$ cat src/rtl/hazard_ctrl.sv
// hazard_ctrl: pipeline stall/flush/freeze sequencing with dmem timeout watchdog (optional HAZARD_PERF_CNT_EN stall counter)
module hazard_ctrl #(
  parameter int REG_AW      = 3,
  parameter int MEM_TIMEOUT = 15,
  parameter int CNT_W       = 16
) (
  input  logic              clk,
  input  logic              rst_n,
  input  logic [REG_AW-1:0] rs1ID,
  input  logic [REG_AW-1:0] rs2ID,
  input  logic              useRs1ID,
  input  logic              useRs2ID,
  input  logic              BranchID,
  input  logic              BranchTakenID,
  input  logic [REG_AW-1:0] rdEX,
  input  logic              RegWriteEX,
  input  logic              MemReadEX,
  input  logic [REG_AW-1:0] rdMEM,
  input  logic              MemReadMEM,
  input  logic              dmem_req,
  input  logic              dmem_ready,
  output logic              PCWrite,
  output logic              IFIDWrite,
  output logic              IFIDFlush,
  output logic              IDEXFlush,
  output logic              PipeHold,
  output logic              MEMWBFlush,
  output logic              bus_err,
  output logic [CNT_W-1:0]  stall_cycles
);
  typedef enum logic [1:0] {RUN, STALL, MEM_WAIT, HALT} state_t;
  state_t state, resume;
  logic [1:0] cnt;
  logic [7:0] wcnt;
  logic hit_ex, hit_mem, n1, n2, mem_wait, freeze, stall;
  // hazard detection and Mealy output decode
  always_comb begin
    hit_ex   = rdEX != '0 && ((useRs1ID && rs1ID == rdEX) || (useRs2ID && rs2ID == rdEX));
    hit_mem  = rdMEM != '0 && ((useRs1ID && rs1ID == rdMEM) || (useRs2ID && rs2ID == rdMEM));
    n2       = BranchID && MemReadEX && hit_ex;
    n1       = (MemReadEX && hit_ex) || (BranchID && ((RegWriteEX && !MemReadEX && hit_ex) || (MemReadMEM && hit_mem)));
    mem_wait = dmem_req && !dmem_ready;
    freeze   = state == HALT || state == MEM_WAIT || ((state == RUN || state == STALL) && mem_wait);
    stall    = !freeze && (state == STALL || (state == RUN && (n1 || n2)));
    PCWrite    = !freeze && !stall;
    IFIDWrite  = !freeze && !stall;
    IFIDFlush  = state == RUN && !freeze && !stall && BranchID && BranchTakenID;
    IDEXFlush  = stall;
    PipeHold   = freeze;
    MEMWBFlush = freeze;
  end
  // sequencing FSM with stall and wait counters
  always_ff @(posedge clk or negedge rst_n) begin
    if (!rst_n) begin
      state   <= RUN;
      resume  <= RUN;
      cnt     <= '0;
      wcnt    <= '0;
      bus_err <= 1'b0;
    end else if ((state == RUN || state == STALL) && mem_wait) begin
      if (MEM_TIMEOUT == 1) begin
        state   <= HALT;
        bus_err <= 1'b1;
      end else begin
        state  <= MEM_WAIT;
        resume <= state;
        wcnt   <= 8'd1;
      end
    end else begin
      case (state)
        RUN: if (n2) begin
          state <= STALL;
          cnt   <= 2'd1;
        end
        STALL: begin
          cnt <= cnt - 2'd1;
          if (cnt == 2'd1) state <= RUN;
        end
        MEM_WAIT: if (dmem_ready) state <= resume;
        else if (wcnt == 8'(MEM_TIMEOUT - 1)) begin
          state   <= HALT;
          bus_err <= 1'b1;
        end else wcnt <= wcnt + 8'd1;
        default: state <= HALT;
      endcase
    end
  end
`ifdef HAZARD_PERF_CNT_EN
  logic [CNT_W-1:0] perf;
  // saturating count of non-halted cycles with the PC held
  always_ff @(posedge clk or negedge rst_n) begin
    if (!rst_n) perf <= '0;
    else if (!PCWrite && state != HALT && perf != '1) perf <= perf + 1'b1;
  end
  assign stall_cycles = perf;
`else
  assign stall_cycles = '0;
`endif
endmodule

$ cat config.mk
export PLATFORM = sky130hd
export DESIGN_NAME = hazard_ctrl
export DESIGN_NICKNAME = d
export VERILOG_FILES = /design/src/rtl/hazard_ctrl.sv
export SDC_FILE = /design/constraint.sdc
export NUM_CORES = 1
export LEC_CHECK = 0
export CAP_MARGIN = 20
export CORE_ASPECT_RATIO = 0.6
export CORE_UTILIZATION = 40
export DETAILED_ROUTE_END_ITERATION = 10
export GPL_ROUTABILITY_DRIVEN = 0
export PLACE_DENSITY = 0.84
export SYNTH_ARGS = -nofsm -noshare
export SYNTH_HDL_FRONTEND = slang
export SYNTH_SLANG_ARGS = --single-unit
$ cat constraint.sdc
create_clock -name clk -period 6.6 [get_ports clk]
set_clock_uncertainty 0.05 [all_clocks]
set_input_delay 1.98 -clock clk [delete_from_list [all_inputs] [get_ports clk]]
set_output_delay 1.98 -clock clk [all_outputs]
set_load 0.02 [all_outputs]
**Yosys cells after proc, flatten, opt, wreduce, memory -nomap -nowiden**

Cells that the tools add are included.

- Output and inout bits: 23
- Bits of input ports: 23
- Register bits after elaboration: 15

- Muxes and demuxes: 11
- Bitwise logic cells: 2
- Add/subtract/negate cells: 2
- Equal/unequal tests: 15
- Reduce and logical (&&, ||, !) cells: 44

Operators with widths:

| operator | count |
|---|---|
| 8-bit 2-to-1 mux | 4 |
| 1-bit logical AND | 22 |
| 3-bit equality test | 4 |
| 2-bit 2-to-1 mux | 5 |
| 1-bit logical OR | 9 |
| 3-bit AND reduction | 3 |
| 8-bit by 1-bit adder with 8-bit output, second input constant | 1 |
| 8-bit by 4-bit equality test with 1-bit output, second input constant | 1 |
| 2-bit case mux with 3 select lines | 1 |
| 3-bit nonzero test | 2 |
| 2-bit by 1-bit equality test with 1-bit output, second input constant | 2 |
| 2-bit equality test, second input constant | 2 |
| 1-bit zero test | 4 |
| 2-bit inequality test, second input constant | 2 |
| 4-bit by 2-bit inequality test with 1-bit output, second input constant | 1 |
| 2-bit case mux with 2 select lines | 1 |
| 4-bit AND reduction | 1 |
| 2-bit nonzero test | 2 |
| 3-bit by 1-bit inequality test with 1-bit output, second input constant | 1 |
| 3-bit by 2-bit inequality test with 1-bit output, second input constant | 1 |
| 2-bit zero test | 1 |
| 2-bit by 1-bit inequality test with 1-bit output, second input constant | 1 |
| 1-bit inverter | 2 |
| 2-bit by 1-bit subtractor with 2-bit output, second input constant | 1 |

**Depth between registers and ports, before layout**

Gate-level depths: netlist of the first run.

- Depth in word-level cells: 16
- Gate-level depth with buffers: 7
- Gate-level depth less buffers: 6

**Worst setup path after synthesis of the first run**

Ideal clock, no wire load.

- Kind: input -> output
- From: in dmem_req
- To: out PCWrite
- Data arrival time: 3544 ps
- Slack: 1026 ps
- Cell stages on the path: 5
- Data required time: 4570 ps
- Path through: nor2b_1 nor2_1 inv_2 nor4_1 buf_4

- Longest elaborated chain between the ends: 7

RTL lines:

| item | RTL line | RTL |
|---|---|---|
| start: declaration | 20 | `input logic dmem_req,` |
| 1-bit logical AND * | 42 | `mem_wait = dmem_req && !dmem_ready;` |
| 1-bit logical AND * | 43 | `freeze = state == HALT \|\| state == MEM_WAIT \|\| ((state == RUN \|\| state == STALL) && mem_wait);` |
| 1-bit logical OR * | 43 |  |
| named net MEMWBFlush | 27 | `output logic MEMWBFlush,` |
| 1-bit zero test * | - |  |
| 1-bit logical AND | 44 | `stall = !freeze && (state == STALL \|\| (state == RUN && (n1 \|\| n2)));` |
| 1-bit zero test | - |  |
| 1-bit logical AND * | - |  |
| end: declaration | 22 | `output logic PCWrite,` |

Mark *: on every way through the listed nets, which the timed path passes. The rest lies on a longest branch.

**Worst setup path in the final report of the first run**

- From: in rdEX[0]
- To: out IDEXFlush

- Longest elaborated chain between the ends: 12
- Elaborated cells on any way between the ends: 17

RTL lines:

| item | RTL line | RTL |
|---|---|---|
| start: declaration | 15 | `input logic [REG_AW-1:0] rdEX,` |
| 3-bit equality test | 38 | `hit_ex = rdEX != '0 && ((useRs1ID && rs1ID == rdEX) \|\| (useRs2ID && rs2ID == rdEX));` |
| 1-bit logical AND | 38 |  |
| 1-bit logical OR | 38 |  |
| 1-bit logical AND * | 38 |  |
| 1-bit logical AND | 41 | `n1 = (MemReadEX && hit_ex) \|\| (BranchID && ((RegWriteEX && !MemReadEX && hit_ex) \|\| (MemReadMEM && hit_mem)));` |
| 1-bit logical OR | 41 |  |
| 1-bit logical AND | 41 |  |
| 1-bit logical OR | 41 |  |
| 1-bit logical OR * | 44 |  |
| 1-bit logical AND * | 44 |  |
| 1-bit logical OR * | 44 |  |
| 1-bit logical AND * | 44 |  |
| end: declaration | 25 | `output logic IDEXFlush,` |

Mark *: on every way between the ends. The rest lies on a longest branch, timed or not.

==> results of run 1 <==
[logic make-up after synthesis]
kind of cell	after synthesis
muxes	6
buffers and inverters	27
and+or+nand+nor	36
other	1
AOI/OAI and AO/OA	22
DFF	15
xor gates and xnor gates	14
adders and majority gates	3
[routing by layer]
layer	GRT usage (%)	vias up
met1	25.7	476
met2	31.3	35
met3	3.95	7
met5	0	-
met4	7.20	0
li1	-	466
[synthesized netlist by cell type]
library cell	n
a211oi_1	2
a21o_1	1
a21oi_1	4
a31oi_1	1
a32oi_1	1
and2_1	3
and3_1	1
buf_4	18
buf_6	1
clkbuf_1	2
conb_1	1
dfrtp_1	15
ha_1	3
inv_1	5
inv_2	1
mux2i_1	6
nand2_1	8
nand3_1	3
nand4_1	6
nor2_1	4
nor2b_1	1
nor3_1	4
nor3b_2	1
nor4_1	2
o2111ai_1	1
o21ai_0	4
o311a_2	1
o311ai_0	1
o31a_1	4
o31ai_1	1
o32ai_2	1
or3_1	1
or4b_4	1
or4bb_1	1
xnor2_1	13
xor2_1	1
[report_power, final]
| group | leakage, nW | switching, mW | internal (mW) |
|---|---|---|---|
| combinational | 0.366 | 0.102 | 0.0904 |
| sequential | 0.193 | 0.0305 | 0.117 |
| clock | 0.0228 | 0.0326 | 0.0429 |
[through the flow]
step | utilization, % | hold slack, ps | setup slack [ps]
2_1_floorplan | - | 393 | 1030
3_3_place_gp | 52.8 | 391 | 578
3_5_place_dp | 52.8 | 397 | 466
4_1_cts | 54.6 | 409 | 472
5_1_grt | 54.6 | 418 | 349
6_report | 54.6 | 407 | 424
[sequential cells by signal (all words and copies together) (netlist names)]
signal / flops
cnt: 2
state: 2
resume: 2
bus_err: 1
wcnt: 8
[worst register-to-register path, cell delays in order (launching register included)]
cell     delay (ps)
dfrtp_1         410
inv_1            70
ha_1            120
or4b_4          470
o31a_1          380
o32ai_2         300
o31a_1          180
[worst paths after layout]
check                                 end  depth (start not counted)  slack (ps)     from
worst max-delay path            IDEXFlush                          6         420  rdEX[0]
worst min-delay path              bus_err                          1         410  bus_err
worst max register to register   state[0]                          6        4540  wcnt[0]
worst min register to register    bus_err                          1         410  bus_err
max in group asynchronous          cnt[0]                          1        4000    rst_n
min in group asynchronous         wcnt[6]                          1        2080    rst_n
[layout make-up]
class                   instances  area share, %
clock buffers                   4           3.16
flip-flops and latches         15           26.4
well taps                      32           2.81
repair buffers                 29           20.4
inverters                       6           1.58
multi-input cells              97           45.7
==> summary.md, run 1 <==
| Metric | Value |
|---|---|
| CORE AREA | `2610 sq um` |
| Worst EP required | `4570 ps` |
| H-tree levels | `1` |
| CP Capture Type | `output port` |
| Compound-gate portion of the synthesized area | `14.4%` |
| DRT iter0 DRCs | `100` |
| Area of the mapped netlist | `1150 sq um` |
| Top delay family on crit path | `buffers and inverters` |
| Startpoint Class | `primary input` |
| Drt pass-1 iters | `8` |
| Final setup viols | `0` |
| Post-synthesis adder-cell area fraction | `3.28%` |
| Outcome | `finished, violations left` |
| Crit path max fanout | `3` |
| Reg area | `375 sq um` |
| Die height | `43.5 um` |
| Area Growth Syn to Fin | `24.2%` |
| RSZ-0062 raised after global routing | `false` |
| Slowest-stage cell, CP | `clkdlybuf4s50_1` |
| Worst VDD drop | `114 uV` |
| Via count | `984` |
| Most frequent cells in the layout | `clkdlybuf4s50_1, conb_1, dfrtp_1, xnor2_1, nand2_1` |
| Vias in the first global route | `931` |
| Fin. Hold Viols | `0` |
| Main combinational cell family by area after synthesis | `simple AND/OR/NAND/NOR gates` |
| Metal3 WL | `108 um` |
| Metal2 WL | `1210 um` |
| Crit share post-route | `93.6%` |
| Setup bufs post-CTS | `0` |
| Max-cap viol count | `0` |
| Routed wire length per instance | `14.6 um` |
| IO Port Bufs | `29` |
| P_leak | `0.582 nW` |
| Setup tns final | `0 ps` |
| Power Density | `292 nW/um^2` |
| Largest net degree at the start of global routing | `16` |
| Share of layout cells above drive strength 1 | `5.30%` |
| Crit path buf inv count | `2` |
| Violated checks | `design-rule violations` |
| Finished Layout Cells | `183` |
| Pwr Total | `0.416 mW` |
| Max-slew violations | `0` |
| Antenna cells | `0` |
| Post-route minimum period | `6180 ps` |
| Multi-input gate area | `651 sq um` |
| Mean Syn Cell Area | `9.24 sq um` |
| Io pins | `46` |
| Leading cell type in the layout, fill and taps excluded | `clkdlybuf4s50_1` |
| Hold-fix buffers, CTS | `0` |
| Seq/Total Area, Yosys | `32.8%` |
| Longest Clk Path Bufs | `2` |
| First-pass GRT wire length | `4460 um` |
| Ranking of synthesized cells by area | `dfrtp_1, buf_4, xnor2_1, mux2i_1, ha_1` |
| Hold WC Path Type | `flip-flop to flip-flop` |
| Grt total ovfl | `0` |
| Rows | `14` |
| Clk sinks | `15` |
| Met1 WL | `1290 um` |
| DR DRC count | `1` |
| Post-Layout Inst Area | `1420 sq um` |
| Worst-path clk slew | `60 ps` |
| Fill cells | `215` |
| Max incr delay on CP | `620 ps` |
| Clk root buf | `clkbuf_8` |
| TritonCTS buffer count | `3` |
| Initial antenna violation count | `0` |
| Die ar. | `3090 sq um` |
| Multiplexer share of the synthesized area | `5.24%` |
| Cell Chain, Critical Path | `clkdlybuf4s50_1 -> xnor2_1 -> nand4_1 -> a211oi_1 -> o31a_1 -> clkdlybuf4s50_1` |
| Synth top area share | `32.8%` |
| F_max | `162 MHz` |
| Most frequent CP cell | `clkdlybuf4s50_1` |
| Final #Nets | `178` |
| Arr. time, crit path | `4150 ps` |
| # placed instances | `179` |
| Yosys top cell by area | `dfrtp_1` |
| Top sig layer | `met4` |
| PostCTS Resize Cnt | `0` |
| Synthesis Warnings | `0` |
| Syn Inst Count | `124` |
| Post-DP Area | `1380 sq um` |
| Via/cell ratio | `5.38` |
| Die Span X | `71.1 um` |
| Post-Route WL | `2670 um` |
| Post-synthesis register bit count | `15` |
| Dpl hpwl | `2240 um` |
| Area share of xor/xnor cells in the synthesized design | `10.7%` |
| Initial Util | `43.9%` |
| Headroom to the max-slew limit | `56.3%` |
| DRT antenna net count | `0` |
| Crit Path Class | `primary input to output port` |
| Area share of and/or/nand/nor cells after synthesis | `17.9%` |
| Worst-Margin Slew | `653 ps` |
| TritonCTS clock tree | `done` |
| Clock latency on the worst-skew pair | `250 ps` |
| GRT Total Usage | `19.2%` |
| Yosys cell types | `36` |
(Power assumes the default switching activity.)
==> run 2: changes to the inputs <==
Settings changed: PLACE_DENSITY 0.84 to 0.8.
==> summary.md, run 2 (same netlist as run 1, synthesis figures left out) <==
| Metric | Value |
|---|---|
| Violated checks | `design-rule violations` |
| Pre-CTS worst setup slack | `552 ps` |
| DR DRC count | `2` |
| Cell Chain, Critical Path | `clkdlybuf4s50_1 -> nor2b_1 -> nor2_1 -> inv_2 -> nor4_1 -> clkdlybuf4s50_1` |
| Die height | `43.5 um` |
| Drt pass-1 iters | `9` |
| Worst VDD drop | `99.3 uV` |
| CP Capture Type | `output port` |
| Headroom to the max-slew limit | `54.8%` |
| RSZ-0062 raised after global routing | `false` |
| IO Port Bufs | `29` |
| Most frequent cells in the layout | `clkdlybuf4s50_1, conb_1, dfrtp_1, xnor2_1, nand2_1` |
| Setup tns final | `0 ps` |
| Initial antenna violation count | `0` |
| Clk sinks | `15` |
| Die Span X | `71.1 um` |
| F_max | `165 MHz` |
| TritonCTS buffer count | `3` |
| Largest Register | `wcnt` |
| Slowest-stage cell, CP | `clkdlybuf4s50_1` |
| Rows | `14` |
| Antenna cells | `0` |
| Via count | `943` |
| Crit share post-route | `91.9%` |
| Hold-fix buffers, CTS | `0` |
| Startpoint Class | `primary input` |
| Final setup viols | `0` |
| Largest net degree at the start of global routing | `16` |
| Io pins | `46` |
| TritonCTS clock tree | `done` |
| Die ar. | `3090 sq um` |
| Max-slew violations | `0` |
| Initial Util | `43.9%` |
| Longest Clk Path Bufs | `2` |
| Clk root buf | `clkbuf_8` |
| Post-Route WL | `2420 um` |
| Via/cell ratio | `5.15` |
| Hold WC Path Type | `flip-flop to flip-flop` |
| Setup ws final | `535 ps` |
| Share of layout cells above drive strength 1 | `5.30%` |
| Max-cap viol count | `0` |
| Post-route minimum period | `6060 ps` |
| PostCTS Resize Cnt | `0` |
| Outcome | `finished, violations left` |
| Fin util | `54.6%` |
| Top delay family on crit path | `buffers and inverters` |
| Final #Nets | `178` |
| H-tree levels | `1` |
| Pwr Total | `0.410 mW` |
| Vias in the first global route | `859` |
| DRT antenna net count | `0` |
| Routed wire length per instance | `13.2 um` |
| Crit path buf inv count | `3` |
| GRT Total Usage | `16.7%` |
| Crit path max fanout | `7` |
| First-pass GRT wire length | `4030 um` |
| Arr. time, crit path | `4030 ps` |
| Crit Path Class | `primary input to output port` |
| P_leak | `0.582 nW` |
| Max incr delay on CP | `680 ps` |
| Worst EP required | `4570 ps` |
| Most frequent CP cell | `clkdlybuf4s50_1` |
| Clock latency on the worst-skew pair | `250 ps` |
| Leading cell type in the layout, fill and taps excluded | `clkdlybuf4s50_1` |
| CORE AREA | `2610 sq um` |
| Fin. Hold Viols | `0` |
| Largest register FFs | `8` |
| Area Growth Syn to Fin | `24.2%` |
| DRT iter0 DRCs | `51` |
| Worst-path clk slew | `60 ps` |
| Multi-input gate area | `651 sq um` |
| Setup bufs post-CTS | `0` |
| Fill cells | `217` |
| Dpl hpwl | `1980 um` |
| Worst-Margin Slew | `676 ps` |
| Power Density | `288 nW/um^2` |
| Reg area | `375 sq um` |
| Grt total ovfl | `0` |
[run 2: cell counts in the layout (fill, tap and decap cells not counted)]
Identical to the previous run, type by type.
[run 2: area by class of cell]
| cell class | count | share of cell area, % |
|---|---|---|
| Multi-Input combinational cell | 97 | 45.7 |
| Sequential cell | 15 | 26.4 |
| Timing Repair Buffer | 29 | 20.4 |
| Clock buffer | 4 | 3.16 |
| Tap cell | 32 | 2.81 |
| Inverter | 6 | 1.58 |
[run 2: power breakdown]
group / internal (mW) / switching, mW / leakage, nW
sequential: 0.117 / 0.0299 / 0.193
clock: 0.0427 / 0.0319 / 0.0228
combinational: 0.0898 / 0.0987 / 0.366
total: 0.250 / 0.161 / 0.582
[run 2: per-layer routing]
| metal | routed length (um) | up-vias | track usage, % |
|---|---|---|---|
| met5 | 0 | - | 0 |
| met4 | 0 | 0 | 2.00 |
| met3 | 147 | 0 | 3.49 |
| met2 | 1100 | 39 | 27.5 |
| met1 | 1170 | 442 | 23.7 |
| li1 | - | 462 | - |
[run 2: worst paths after layout]
kind | start | to | slack [ps] | cells past startpoint
max | dmem_ready | PCWrite | 540 | 6
min | bus_err | bus_err | 400 | 1
max reg2reg | wcnt[0] | state[0] | 4550 | 6
min reg2reg | bus_err | bus_err | 400 | 1
max in group asynchronous | rst_n | wcnt[3] | 3970 | 1
min in group asynchronous | rst_n | bus_err | 2090 | 1
[run 2: metrics by stage]
stage          std cells  cell area (sq um)  hold slack [ps]
6_report             183               1420              403
5_1_grt              183               1420              427
4_1_cts              183               1420              408
3_5_place_dp         179               1380              397
3_3_place_gp         179               1380              390
2_1_floorplan        139               1200              393
